==> src/rtl/lcd_pkg.sv <==
// Shared definitions for the HD44780-style LCD bus: opcode decode, DDRAM
// geometry, FSM encoding and address-counter helpers.
package lcd_pkg;

    // DDRAM geometry
    localparam int unsigned LINE_LEN   = 40;
    localparam int unsigned DDRAM_SIZE = 80;

    // Row base addresses and last valid AC values
    localparam logic [6:0] ROW0_BASE     = 7'h00;
    localparam logic [6:0] ROW1_BASE     = 7'h40;
    localparam logic [6:0] ROW0_LAST     = ROW0_BASE + 7'(LINE_LEN) - 7'd1;
    localparam logic [6:0] ROW1_LAST     = ROW1_BASE + 7'(LINE_LEN) - 7'd1;
    localparam logic [6:0] ONE_LINE_LAST = 7'(DDRAM_SIZE) - 7'd1;

    localparam logic [7:0] SPACE = 8'h20;

    // Instruction opcodes as mask/value pairs, highest priority first
    localparam logic [7:0] OP_DDADDR_MASK = 8'h80, OP_DDADDR_VAL = 8'h80;
    localparam logic [7:0] OP_CGADDR_MASK = 8'hC0, OP_CGADDR_VAL = 8'h40;
    localparam logic [7:0] OP_FUNC_MASK   = 8'hE0, OP_FUNC_VAL   = 8'h20;
    localparam logic [7:0] OP_SHIFT_MASK  = 8'hF0, OP_SHIFT_VAL  = 8'h10;
    localparam logic [7:0] OP_DISP_MASK   = 8'hF8, OP_DISP_VAL   = 8'h08;
    localparam logic [7:0] OP_ENTRY_MASK  = 8'hFC, OP_ENTRY_VAL  = 8'h04;
    localparam logic [7:0] OP_HOME_MASK   = 8'hFE, OP_HOME_VAL   = 8'h02;
    localparam logic [7:0] OP_CLR_MASK    = 8'hFF, OP_CLR_VAL    = 8'h01;

    // FSM state encoding
    localparam logic [1:0] ST_IDLE  = 2'd0;
    localparam logic [1:0] ST_EXEC  = 2'd1;
    localparam logic [1:0] ST_CLEAR = 2'd2;

    function automatic logic op_match(input logic [7:0] d, input logic [7:0] mask,
                                      input logic [7:0] val);
        return (d & mask) == val;
    endfunction

    function automatic logic ac_valid(input logic [6:0] a, input logic two_line);
        if (two_line)
            return (a <= ROW0_LAST) || ((a >= ROW1_BASE) && (a <= ROW1_LAST));
        return a <= ONE_LINE_LAST;
    endfunction

    function automatic logic [6:0] ac_inc(input logic [6:0] a, input logic two_line);
        if (two_line) begin
            if (a == ROW0_LAST) return ROW1_BASE;
            if (a == ROW1_LAST) return ROW0_BASE;
            return a + 7'd1;
        end
        if (a == ONE_LINE_LAST) return 7'h00;
        return a + 7'd1;
    endfunction

    function automatic logic [6:0] ac_dec(input logic [6:0] a, input logic two_line);
        if (two_line) begin
            if (a == ROW1_BASE) return ROW0_LAST;
            if (a == ROW0_BASE) return ROW1_LAST;
            return a - 7'd1;
        end
        if (a == 7'h00) return ONE_LINE_LAST;
        return a - 7'd1;
    endfunction

    function automatic logic [6:0] ac_next(input logic [6:0] a, input logic inc,
                                           input logic two_line);
        return inc ? ac_inc(a, two_line) : ac_dec(a, two_line);
    endfunction

endpackage

==> src/rtl/lcd_responder_if.sv <==
// LCD parallel bus: controller drives e/rs/rw/data_in, target returns data_out/oe.
interface lcd_responder_if;

    logic       lcd_e;
    logic       lcd_rs;
    logic       lcd_rw;
    logic [7:0] lcd_data_in;
    logic [7:0] lcd_data_out;
    logic       lcd_data_oe;

    modport master (
        output lcd_e, lcd_rs, lcd_rw, lcd_data_in,
        input  lcd_data_out, lcd_data_oe
    );

    modport slave (
        input  lcd_e, lcd_rs, lcd_rw, lcd_data_in,
        output lcd_data_out, lcd_data_oe
    );

endinterface

==> src/rtl/lcd_ddram.sv <==
// 80x8 display RAM: one synchronous write port (fill or AC-addressed),
// a combinational bus read port at AC and a registered debug read port.
module lcd_ddram
    import lcd_pkg::*;
(
    input  logic       clk,
    input  logic       sysrst,
    input  logic       i_we,
    input  logic       i_fill,
    input  logic [6:0] i_fill_idx,
    input  logic [6:0] i_ac,
    input  logic       i_two_line,
    input  logic [7:0] i_wdata,
    output logic [7:0] o_rdata,
    input  logic [6:0] i_dbg_addr,
    output logic [7:0] o_dbg_data
);

    // Second row 0x40..0x67 lands directly after the first row's 40 cells
    function automatic logic [6:0] ac_to_index(input logic [6:0] a, input logic two_line);
        if (two_line && (a >= ROW1_BASE))
            return a - ROW1_BASE + 7'(LINE_LEN);
        return a;
    endfunction

    logic [7:0] r_mem [DDRAM_SIZE];
    logic [7:0] r_dbg_data;
    logic [6:0] w_rd_idx;
    logic [6:0] w_wr_idx;

    assign w_rd_idx = ac_to_index(i_ac, i_two_line);
    assign w_wr_idx = i_fill ? i_fill_idx : w_rd_idx;
    assign o_rdata  = (w_rd_idx < 7'(DDRAM_SIZE)) ? r_mem[w_rd_idx] : '0;
    assign o_dbg_data = r_dbg_data;

    // Single write port shared by clear-fill and data writes
    always_ff @(posedge clk) begin
        if (i_we && (w_wr_idx < 7'(DDRAM_SIZE)))
            r_mem[w_wr_idx] <= i_wdata;
    end

    // Registered debug read; out-of-range indices read as zero
    always_ff @(posedge clk) begin
        if (sysrst)
            r_dbg_data <= '0;
        else if (i_dbg_addr < 7'(DDRAM_SIZE))
            r_dbg_data <= r_mem[i_dbg_addr];
        else
            r_dbg_data <= '0;
    end

endmodule

==> src/rtl/lcd_responder.sv <==
// HD44780-compatible character-LCD target: synchronises the bus, decodes
// instructions and data cycles, and keeps AC, busy timing and display flags.
module lcd_responder
    import lcd_pkg::*;
#(
    parameter int unsigned BUSY_CYCLES  = 120,
    parameter int unsigned CLEAR_CYCLES = 4920,
    parameter int unsigned SYNC_STAGES  = 2
) (
    input  logic              clk,
    input  logic              sysrst,
    lcd_responder_if.slave    bus,
    output logic              busy,
    output logic [6:0]        ac,
    output logic              disp_on,
    output logic              cursor_on,
    output logic              blink_on,
    output logic              two_line,
    output logic              viol,
    input  logic [6:0]        dbg_addr,
    output logic [7:0]        dbg_data
);

    localparam int unsigned CNT_MAX = (BUSY_CYCLES > CLEAR_CYCLES) ? BUSY_CYCLES : CLEAR_CYCLES;
    localparam int unsigned CNT_W   = $clog2(CNT_MAX + 1);
    localparam logic [CNT_W-1:0] BUSY_LOAD  = CNT_W'(BUSY_CYCLES - 1);
    localparam logic [CNT_W-1:0] CLEAR_LOAD = CNT_W'(CLEAR_CYCLES - 1);

    logic [10:0]      r_sync [SYNC_STAGES];
    logic             r_e_prev;
    logic [1:0]       r_state;
    logic [CNT_W-1:0] r_cnt;
    logic [6:0]       r_fill_idx;
    logic [6:0]       r_ac;
    logic             r_id;
    logic             r_disp_on;
    logic             r_cursor_on;
    logic             r_blink_on;
    logic             r_two_line;
    logic             r_viol;
    logic [7:0]       r_data_out;
    logic             r_oe;

    logic             w_e;
    logic             w_rs;
    logic             w_rw;
    logic [7:0]       w_data;
    logic             w_e_rise;
    logic             w_e_fall;
    logic             w_busy;
    logic             w_fill_active;
    logic             w_data_wr;
    logic             w_ram_we;
    logic [7:0]       w_ram_wdata;
    logic [7:0]       w_rd_data;

    assign w_e      = r_sync[SYNC_STAGES-1][10];
    assign w_rs     = r_sync[SYNC_STAGES-1][9];
    assign w_rw     = r_sync[SYNC_STAGES-1][8];
    assign w_data   = r_sync[SYNC_STAGES-1][7:0];
    assign w_e_rise = w_e & ~r_e_prev;
    assign w_e_fall = ~w_e & r_e_prev;
    assign w_busy   = (r_state != ST_IDLE);

    assign w_fill_active = !sysrst && (r_state == ST_CLEAR) && (r_fill_idx < 7'(DDRAM_SIZE));
    assign w_data_wr     = !sysrst && w_e_fall && !w_rw && w_rs && !w_busy;
    assign w_ram_we      = w_fill_active | w_data_wr;
    assign w_ram_wdata   = w_fill_active ? SPACE : w_data;

    assign busy             = w_busy;
    assign ac               = r_ac;
    assign disp_on          = r_disp_on;
    assign cursor_on        = r_cursor_on;
    assign blink_on         = r_blink_on;
    assign two_line         = r_two_line;
    assign viol             = r_viol;
    assign bus.lcd_data_out = r_data_out;
    assign bus.lcd_data_oe  = r_oe;

    // Bus input synchroniser; all fields travel through the same stages
    always_ff @(posedge clk) begin
        if (sysrst) begin
            for (int unsigned i = 0; i < SYNC_STAGES; i++)
                r_sync[i] <= '0;
            r_e_prev <= 1'b0;
        end else begin
            r_sync[0] <= {bus.lcd_e, bus.lcd_rs, bus.lcd_rw, bus.lcd_data_in};
            for (int unsigned i = 1; i < SYNC_STAGES; i++)
                r_sync[i] <= r_sync[i-1];
            r_e_prev <= w_e;
        end
    end

    // Control FSM, busy timer, instruction decode and read-cycle response
    always_ff @(posedge clk) begin
        if (sysrst) begin
            r_state     <= ST_CLEAR;
            r_cnt       <= CLEAR_LOAD;
            r_fill_idx  <= '0;
            r_ac        <= '0;
            r_id        <= 1'b1;
            r_disp_on   <= 1'b0;
            r_cursor_on <= 1'b0;
            r_blink_on  <= 1'b0;
            r_two_line  <= 1'b0;
            r_viol      <= 1'b0;
            r_data_out  <= '0;
            r_oe        <= 1'b0;
        end else begin
            if (w_fill_active)
                r_fill_idx <= r_fill_idx + 7'd1;

            if (r_state != ST_IDLE) begin
                if (r_cnt == '0)
                    r_state <= ST_IDLE;
                else
                    r_cnt <= r_cnt - 1'b1;
            end

            if (w_e_rise && w_rw) begin
                r_data_out <= w_rs ? w_rd_data : {w_busy, r_ac};
                r_oe       <= 1'b1;
            end

            if (w_e_fall) begin
                r_oe <= 1'b0;
                if (!w_rw) begin
                    if (w_busy) begin
                        r_viol <= 1'b1;
                    end else begin
                        // Default path is EXEC; clear/home override it below
                        r_state <= ST_EXEC;
                        r_cnt   <= BUSY_LOAD;
                        if (w_rs) begin
                            r_ac <= ac_next(r_ac, r_id, r_two_line);
                        end else if (op_match(w_data, OP_DDADDR_MASK, OP_DDADDR_VAL)) begin
                            if (ac_valid(w_data[6:0], r_two_line)) begin
                                r_ac <= w_data[6:0];
                            end else begin
                                r_ac   <= '0;
                                r_viol <= 1'b1;
                            end
                        end else if (op_match(w_data, OP_CGADDR_MASK, OP_CGADDR_VAL)) begin
                            r_ac <= r_ac;
                        end else if (op_match(w_data, OP_FUNC_MASK, OP_FUNC_VAL)) begin
                            r_two_line <= w_data[3];
                            if (!w_data[4])
                                r_viol <= 1'b1;
                            if (!ac_valid(r_ac, w_data[3]))
                                r_ac <= '0;
                        end else if (op_match(w_data, OP_SHIFT_MASK, OP_SHIFT_VAL)) begin
                            if (!w_data[3])
                                r_ac <= ac_next(r_ac, w_data[2], r_two_line);
                        end else if (op_match(w_data, OP_DISP_MASK, OP_DISP_VAL)) begin
                            r_disp_on   <= w_data[2];
                            r_cursor_on <= w_data[1];
                            r_blink_on  <= w_data[0];
                        end else if (op_match(w_data, OP_ENTRY_MASK, OP_ENTRY_VAL)) begin
                            r_id <= w_data[1];
                        end else if (op_match(w_data, OP_HOME_MASK, OP_HOME_VAL)) begin
                            // Home reuses CLEAR timing with the fill already marked done
                            r_state    <= ST_CLEAR;
                            r_cnt      <= CLEAR_LOAD;
                            r_fill_idx <= 7'(DDRAM_SIZE);
                            r_ac       <= '0;
                        end else if (op_match(w_data, OP_CLR_MASK, OP_CLR_VAL)) begin
                            r_state    <= ST_CLEAR;
                            r_cnt      <= CLEAR_LOAD;
                            r_fill_idx <= '0;
                            r_ac       <= '0;
                            r_id       <= 1'b1;
                        end
                    end
                end else if (w_rs) begin
                    if (w_busy)
                        r_viol <= 1'b1;
                    else
                        r_ac <= ac_next(r_ac, r_id, r_two_line);
                end
            end
        end
    end

    lcd_ddram u_ddram (
        .clk        (clk),
        .sysrst     (sysrst),
        .i_we       (w_ram_we),
        .i_fill     (w_fill_active),
        .i_fill_idx (r_fill_idx),
        .i_ac       (r_ac),
        .i_two_line (r_two_line),
        .i_wdata    (w_ram_wdata),
        .o_rdata    (w_rd_data),
        .i_dbg_addr (dbg_addr),
        .o_dbg_data (dbg_data)
    );

endmodule

==> src/flat_wrapper.sv <==
// flat-port wrapper written by rule: the top's interface ports become plain ports
module lcd_responder_flat import lcd_pkg::*;
#(
    parameter int unsigned BUSY_CYCLES  = 120,
    parameter int unsigned CLEAR_CYCLES = 4920,
    parameter int unsigned SYNC_STAGES  = 2
)
  (clk, sysrst, busy, ac, disp_on, cursor_on, blink_on, two_line, viol, dbg_addr, dbg_data, bus_lcd_e, bus_lcd_rs, bus_lcd_rw, bus_lcd_data_in, bus_lcd_data_out, bus_lcd_data_oe);
  lcd_responder_if bus_i ();
  input  logic clk;
  input  logic sysrst;
  output logic busy;
  output logic [6:0] ac;
  output logic disp_on;
  output logic cursor_on;
  output logic blink_on;
  output logic two_line;
  output logic viol;
  input  logic [6:0] dbg_addr;
  output logic [7:0] dbg_data;
  input wire logic [$bits(bus_i.lcd_e)-1:0] bus_lcd_e;
  input wire logic [$bits(bus_i.lcd_rs)-1:0] bus_lcd_rs;
  input wire logic [$bits(bus_i.lcd_rw)-1:0] bus_lcd_rw;
  input wire logic [$bits(bus_i.lcd_data_in)-1:0] bus_lcd_data_in;
  output wire logic [$bits(bus_i.lcd_data_out)-1:0] bus_lcd_data_out;
  output wire logic [$bits(bus_i.lcd_data_oe)-1:0] bus_lcd_data_oe;
  assign bus_i.lcd_e = bus_lcd_e;
  assign bus_i.lcd_rs = bus_lcd_rs;
  assign bus_i.lcd_rw = bus_lcd_rw;
  assign bus_i.lcd_data_in = bus_lcd_data_in;
  assign bus_lcd_data_out = bus_i.lcd_data_out;
  assign bus_lcd_data_oe = bus_i.lcd_data_oe;
  lcd_responder #(.BUSY_CYCLES(BUSY_CYCLES), .CLEAR_CYCLES(CLEAR_CYCLES), .SYNC_STAGES(SYNC_STAGES)) u_core (.clk(clk), .sysrst(sysrst), .bus(bus_i), .busy(busy), .ac(ac), .disp_on(disp_on), .cursor_on(cursor_on), .blink_on(blink_on), .two_line(two_line), .viol(viol), .dbg_addr(dbg_addr), .dbg_data(dbg_data));
endmodule
==> config.mk <==
export PLATFORM = sky130hd
export DESIGN_NAME = lcd_responder_flat
export DESIGN_NICKNAME = d
export VERILOG_FILES = /design/src/rtl/lcd_pkg.sv /design/src/rtl/lcd_responder_if.sv /design/src/rtl/lcd_ddram.sv /design/src/rtl/lcd_responder.sv /design/src/flat_wrapper.sv
export SDC_FILE = /design/constraint.sdc
export NUM_CORES = 1
export LEC_CHECK = 0
export CAP_MARGIN = 20
export CORE_ASPECT_RATIO = 1.25
export CORE_MARGIN = 5
export CORE_UTILIZATION = 50
export CTS_CLUSTER_DIAMETER = 100
export DETAILED_ROUTE_END_ITERATION = 10
export GPL_TIMING_DRIVEN = 1
export PLACE_DENSITY = 0.68
export SLEW_MARGIN = 25
export SYNTH_ARGS = -nofsm -noshare
export SYNTH_HDL_FRONTEND = slang
export SYNTH_SLANG_ARGS = --single-unit
==> constraint.sdc <==
create_clock -name clk -period 3.6 [get_ports clk]
set_input_delay 0.54 -clock clk [delete_from_list [all_inputs] [get_ports clk]]
set_output_delay 0.54 -clock clk [all_outputs]
set_load 0.1 [all_outputs]
# Yosys cells after proc, flatten, opt, wreduce, memory -nomap -nowiden
# Memories as Yosys holds them, arrays and structs flattened. A register that Yosys moved wholly into a read port is not among the register bits.
# Index checks and enable logic that the tools add are counted.
op_classes:
  addsub: 6
  muxes: 326
  n_bitwise: 16
  n_reduce_logical: 29
  eq_ne: 26
  n_lt_le_gt_ge: 12
op_table:
  columns: ["operator", "n"]
  rows:
  - ["7-bit 2-to-1 mux", 75]
  - ["1-bit 2-to-1 mux", 218]
  - ["13-bit 2-to-1 mux", 14]
  - ["7-bit <= comparator, second input constant", 4]
  - ["7-bit < comparator, second input constant", 4]
  - ["2-bit 2-to-1 mux", 14]
  - ["8-bit 2-to-1 mux", 3]
  - ["11-bit 2-to-1 mux", 2]
  - ["7-bit == test, second input constant", 3]
  - ["7-bit by 1-bit adder with 7-bit output, second input constant", 2]
  - ["7-bit >= comparator, second input constant", 2]
  - ["7-bit by 6-bit <= comparator with 1-bit output, second input constant", 2]
  - ["13-bit logical NOT", 1]
  - ["13-bit by 1-bit subtractor with 13-bit output, second input constant", 1]
  - ["1-bit logical AND", 11]
  - ["1-bit inverter", 11]
  - ["11-bit AND reduction", 1]
  - ["5-bit by 1-bit != test with 1-bit output, second input constant", 2]
  - ["10-bit AND reduction", 1]
  - ["9-bit AND reduction", 1]
  - ["8-bit by 1-bit == test with 1-bit output, second input constant", 1]
  - ["8-bit AND reduction", 1]
  - ["7-bit by 6-bit adder with 7-bit output, second input constant", 1]
  - ["7-bit by 1-bit == test with 1-bit output, second input constant", 1]
  - ["26 further kinds", 39]
totals:
  wordCells: 430
  input_bits: 20
  n_memories: 2
  ramBits: 662
  regBits: 45
  out_inout_bits: 30
memory_table:
  columns: ["memory", "depth", "width", "rd", "rd_ports_with_merged_regs", "wr", "line_no", "source"]
  rows:
  - ["u_core.u_ddram.r_mem", 80, 8, 2, 1, 1, "lcd_ddram.sv:26", "logic [7:0] r_mem [DDRAM_SIZE];"]
  - ["u_core.r_sync", 2, 11, 2, 0, 2, "lcd_responder.sv:29", "logic [10:0] r_sync [SYNC_STAGES];"]

# Longest topological paths before layout
# Gate-level depths: netlist (run 1).
depth:
  word_depth: 40
  ltp_mapped: 12
  depth_no_buf: 8

# By module
# A second synthesis (run 1) with hierarchy kept.
hier_totals:
  hier_cells: 1976
  hier_area_um2: 34219.1
modules_own_cells:
  columns: ["mod", "cells_each", "area_per_inst_um2", "n_inst"]
  rows:
  - ["lcd_ddram", 1545, 30710.7, 1]
  - ["lcd_responder", 431, 3508.4, 1]

# Worst setup path before layout (run 1)
# No wires, ideal clock.
synth_path:
  kind: "input to register"
  from: "input port sysrst"
  to: "memory u_core.u_ddram.r_mem[0][1], data pin"
  slack_ps: -187
  arrival_time_ps: 3214
  setup_time_ps: 573
  path_stages: 6
  path_cell_list: "clkbuf_1 > nor3b_1 > and2_1 > clkbuf_1 > buf_2 > nor2_1"
synth_between:
  elab_chain_len: 4
synth_lines:
  columns: ["item", "line_no", "source"]
  rows:
  - ["from (decl)", "flat_wrapper.sv:11", "input logic sysrst;"]
  - ["1-bit logical NOT", "lcd_responder.sv:65", "assign w_fill_active = !sysrst && (r_state == ST_CLEAR) && (r_fill_idx < 7'(DDRAM_SIZE));"]
  - ["1-bit logical AND (2 in series)", "lcd_responder.sv:65", null]
  - ["8-bit 2-to-1 mux", "lcd_responder.sv:68", "assign w_ram_wdata = w_fill_active ? SPACE : w_data;"]
  - ["net u_core.u_ddram.i_wdata[1]", "lcd_ddram.sv:13", "input logic [7:0] i_wdata,"]
  - ["to (decl)", "lcd_ddram.sv:26", null]
# The timed path passes the listed nets, and every way through them passes these cells.

# Worst setup path after layout (run 1)
layout_path:
  from: "register u_core.r_ac[6], in the netlist u_core.ac[6]"
  to: "memory u_core.u_ddram.r_mem[38][5], enable pin"
layout_between:
  elab_chain_len: 9
  word_cells_on_any_way: 12
  classes_between: "add/sub: 2; order compare: 2; mux: 6; reduce/logical: 2"
layout_lines:
  columns: ["item", "line_no", "source"]
  rows:
  - ["from (decl)", "lcd_responder.sv:34", "logic [6:0] r_ac;"]
  - ["from (signal assigned)", "lcd_responder.sv:135", "r_ac <= ac_next(r_ac, r_id, r_two_line);"]
  - ["from (signal assigned)", "lcd_responder.sv:138", "r_ac <= w_data[6:0];"]
  - ["from (signal assigned)", "lcd_responder.sv:144", "r_ac <= r_ac;"]
  - ["7-bit subtractor / 7-bit >= comparator (equally long branches)", "lcd_ddram.sv:22, lcd_ddram.sv:21", null]
  - ["7-bit by 6-bit adder with 7-bit output / 1-bit logical AND (equally long branches)", "lcd_ddram.sv:22, lcd_ddram.sv:21", null]
  - ["7-bit 2-to-1 mux / 1-bit 2-to-1 mux (equally long branches)", "lcd_ddram.sv:21", "if (two_line && (a >= ROW1_BASE))"]
  - ["7-bit 2-to-1 mux *", "lcd_ddram.sv:23", "return a;"]
  - ["7-bit 2-to-1 mux *", "lcd_ddram.sv:32", "assign w_wr_idx = i_fill ? i_fill_idx : w_rd_idx;"]
  - ["7-bit < comparator", "lcd_ddram.sv:38", "if (i_we && (w_wr_idx < 7'(DDRAM_SIZE)))"]
  - ["1-bit logical AND", "lcd_ddram.sv:38", null]
  - ["1-bit 2-to-1 mux", "lcd_ddram.sv:38", null]
  - ["1-bit 2-to-1 mux (not written as such)", "lcd_ddram.sv:39", "r_mem[w_wr_idx] <= i_wdata;"]
# Mark *: on every way between the ends. The rest lies on a longest branch, timed or not. The select of a mux whose other input is x is not followed.

==> results.md, run 1 <==
* Critical path arrival at 3.73 ns
* Seq/Total Area, Yosys at 60.6%
* Clock Latency Late Sink at 0.63 ns
* Busiest grt layer: met2
* Area Overhead vs Synth at 14.4%
* Routed Antenna Nets at 0
* Register bit total from synthesis at 715
* CP Max Fanout at 15
* VDD IR-drop max at 0.000317 V
* Routed WL per cell at 32.5 um
* First-pass DRT Iterations at 5
* Die Y-Extent at 302 um
* Total CTS buffers at 72
* All-Layer GR Usage at 27.6%
* Grt total ovfl at 0
* Status: finished clean
* Vias per cell at 6.79
* Rel. slew slack at 30.7%
* Post-Syn Instances at 2,032
* Die area at 0.0737 mm^2
* Clock transition at path regs at 0.06 ns
* Worst hold slack at 0.271 ns
* Worst clock skew at 0.0271 ns
* Initial core utilization at 50.3%
* FFs w/ async S/R, synth at 0%
* Port bufs at 49
* Number of enable flip-flop cells after synthesis at 640
* Most frequent cells in the layout: edfxtp_1 (640), mux4_2 (330), buf_4 (186)
* Layout fillers at 5,101
* Final worst setup slack at 0.181 ns
* RSZ-0062 raised after global routing: false
* Initial antenna violation count at 4
* Cell area after layout at 0.0391 mm^2
* Avg Inst Size Synth at 16.8 um^2
* Routed WL at 102 mm
* Leakage at 12.5 nW
* Root buf cell: clkbuf_16
* Post-CTS Setup Inserts at 0
* Pin count of the biggest net entering global routing at 81
* Slew Viols, Final at 0
* Finished Layout Cells at 3,136
* Critical path launch point type: flop
* Residual DRC at 0
* Ys flop type: edfxtp_1
* Yosys cell types at 80
* Critical Path Sink Type: flop
* Crit path time final at 3.42 ns
* Die Wd at 244 um
* Syn Nets at 2,060
* Number of H-tree levels at 3
* Least-Margin Pin Slew at 1.04 ns
* Starting DRT DRC Count at 2,712
* Fmax at 292 MHz
* Post-route setup TNS at 0 ns
* Final Hold Viols at 0
* Clock tree buffer depth at 3
* Most common cell after layout, fill and taps aside: edfxtp_1
* Share of layout cells above drive strength 1 at 31.6%
* Synth Warn # at 0
* Post-Place Cell Area at 0.0367 mm^2
* Top post-synthesis cells by area: edfxtp_1 (56%), mux4_2 (22%), dfxtp_1 (4.4%), nor2_1 (1.8%), mux2i_1 (1.6%)
* Final Cycle Share at 95.0%
* Met3 usage at 4.95%
* Num rows at 107
* Post-DP HPWL at 70.4 mm
* Crit Path Category: reg2reg
* Vias in the first global route at 21,500
* RD Place Congestion at 0.979
* Routed via count at 21,300
* Final setup violation count at 0
* M2 GR Usage at 46.2%
* Core area at 0.0680 mm^2
* Hold Crit Class: in2reg
* I/O Pins at 50
* Largest area contributor in the netlist: edfxtp_1
* Max Cap Viol at 0
* Post-synth top area share at 56.2%
* Syn Std Cell Area at 0.0342 mm^2
* Inst Count DP at 3,003
* Pwr dens at 450 mW/mm^2
* Clk sinks at 715
* Nets at 2,233
* Critical path required time at 3.91 ns
* Cts hold-fix bufs at 0
* First-pass GRT wire length at 149 mm
* GR Util met1 at 35.3%
* Post-Place Setup Slack at 0.260 ns
* Post-cts sizing count at 0
* CTS tree: yes
==> routing by layer <==
metal,wire length (um),part of all wire (%)
met5,27,0.026
met4,5790,5.7
met1,37000,36
met2,50700,50
met3,8530,8.4
==> where the power goes <==
part	switching, mW	internal, mW	total [mW]
registers	0.0379	9.01	9.05
clock network	3.22	4.40	7.62
logic	0.554	0.371	0.925
==> area by class of cell <==
class	count	area, um^2	share of cell area [%]
well taps	872	1090	2.79
flip-flops and latches	715	20700	53.0
clock buffers	90	1960	5.03
diodes	1	2.50	0.00640
multi-input cells	1142	12600	32.2
clock inverters	42	409	1.05
repair buffers	245	2180	5.57
inverters	29	109	0.279
==> sequential cells by signal, summed over array words and instances, names as in the netlist, 2 cells and up <==
signal                     flops
u_core.u_ddram.r_mem         640
u_core.r_sync                 22
u_core.r_cnt                  13
u_core.bus.lcd_data_out        8
u_core.u_ddram.o_dbg_data      8
u_core.ac                      7
u_core.r_fill_idx              7
u_core.r_state                 2
==> critical path, cell delays in order, from the launching register on <==
cell	delay, ns
dfxtp_1	0.72
a21boi_1	0.21
nor2_2	0.80
nand3_1	0.14
a21oi_1	0.30
nand2_1	0.38
nor2_1	0.34
buf_4	0.23
==> logic make-up after synthesis <==
kind of cell	share of synthesized area, %
buffers and inverters	2.57
multiplexers	24.4
AND/OR/NAND/NOR	6.10
AO/OA/AOI/OAI	5.45
adder cells (fa/ha/maj)	0.293
flip-flops	60.6
XOR/XNOR	0.589
==> synth_stat cells (18+ instances only) <==
master	number
inv_1	27
nor2_1	160
nor3_1	18
nand2_1	91
o22ai_1	27
buf_4	24
clkbuf_1	50
a21oi_1	37
nor2b_1	37
dfxtp_1	75
buf_2	53
edfxtp_1	640
mux4_2	330
mux2i_1	55
nand3_1	28
a211oi_1	21
o21ai_0	48
mux2_2	31
==> final timing paths <==
path                        from                          end  slack [ns]  cells after the start
max reg2reg         u_core.ac[6]  u_core.u_ddram.r_mem[38][5]        0.18                      7
min reg2reg  u_core.r_sync[0][0]         u_core.r_sync[0][11]        0.44                      1
max                 u_core.ac[6]  u_core.u_ddram.r_mem[38][5]        0.18                      7
min                       sysrst                 u_core.ac[2]        0.27                      2
==> per-stage QoR <==
| stage | power, mW | util (%) |
|---|---|---|
| floorplan | 9.81 | - |
| global placement | 10.1 | 54.0 |
| CTS | 17.7 | 57.5 |
| finish | 17.6 | 57.5 |
| global route | 18.1 | 57.5 |
| detailed placement | 10.1 | 54.0 |
(Power assumes the default switching activity.)
==> run 2, diff against run 1 <==
--- a/config.mk
+++ b/config.mk
@@ -13,6 +13,7 @@
 export DETAILED_ROUTE_END_ITERATION = 10
 export GPL_TIMING_DRIVEN = 1
 export PLACE_DENSITY = 0.68
+export SETUP_SLACK_MARGIN = 0.02
 export SLEW_MARGIN = 25
 export SYNTH_ARGS = -nofsm -noshare
 export SYNTH_HDL_FRONTEND = slang
==> results of run 2 <==
Same layout as run 1: the final DEF is identical, and so are final timing and power.
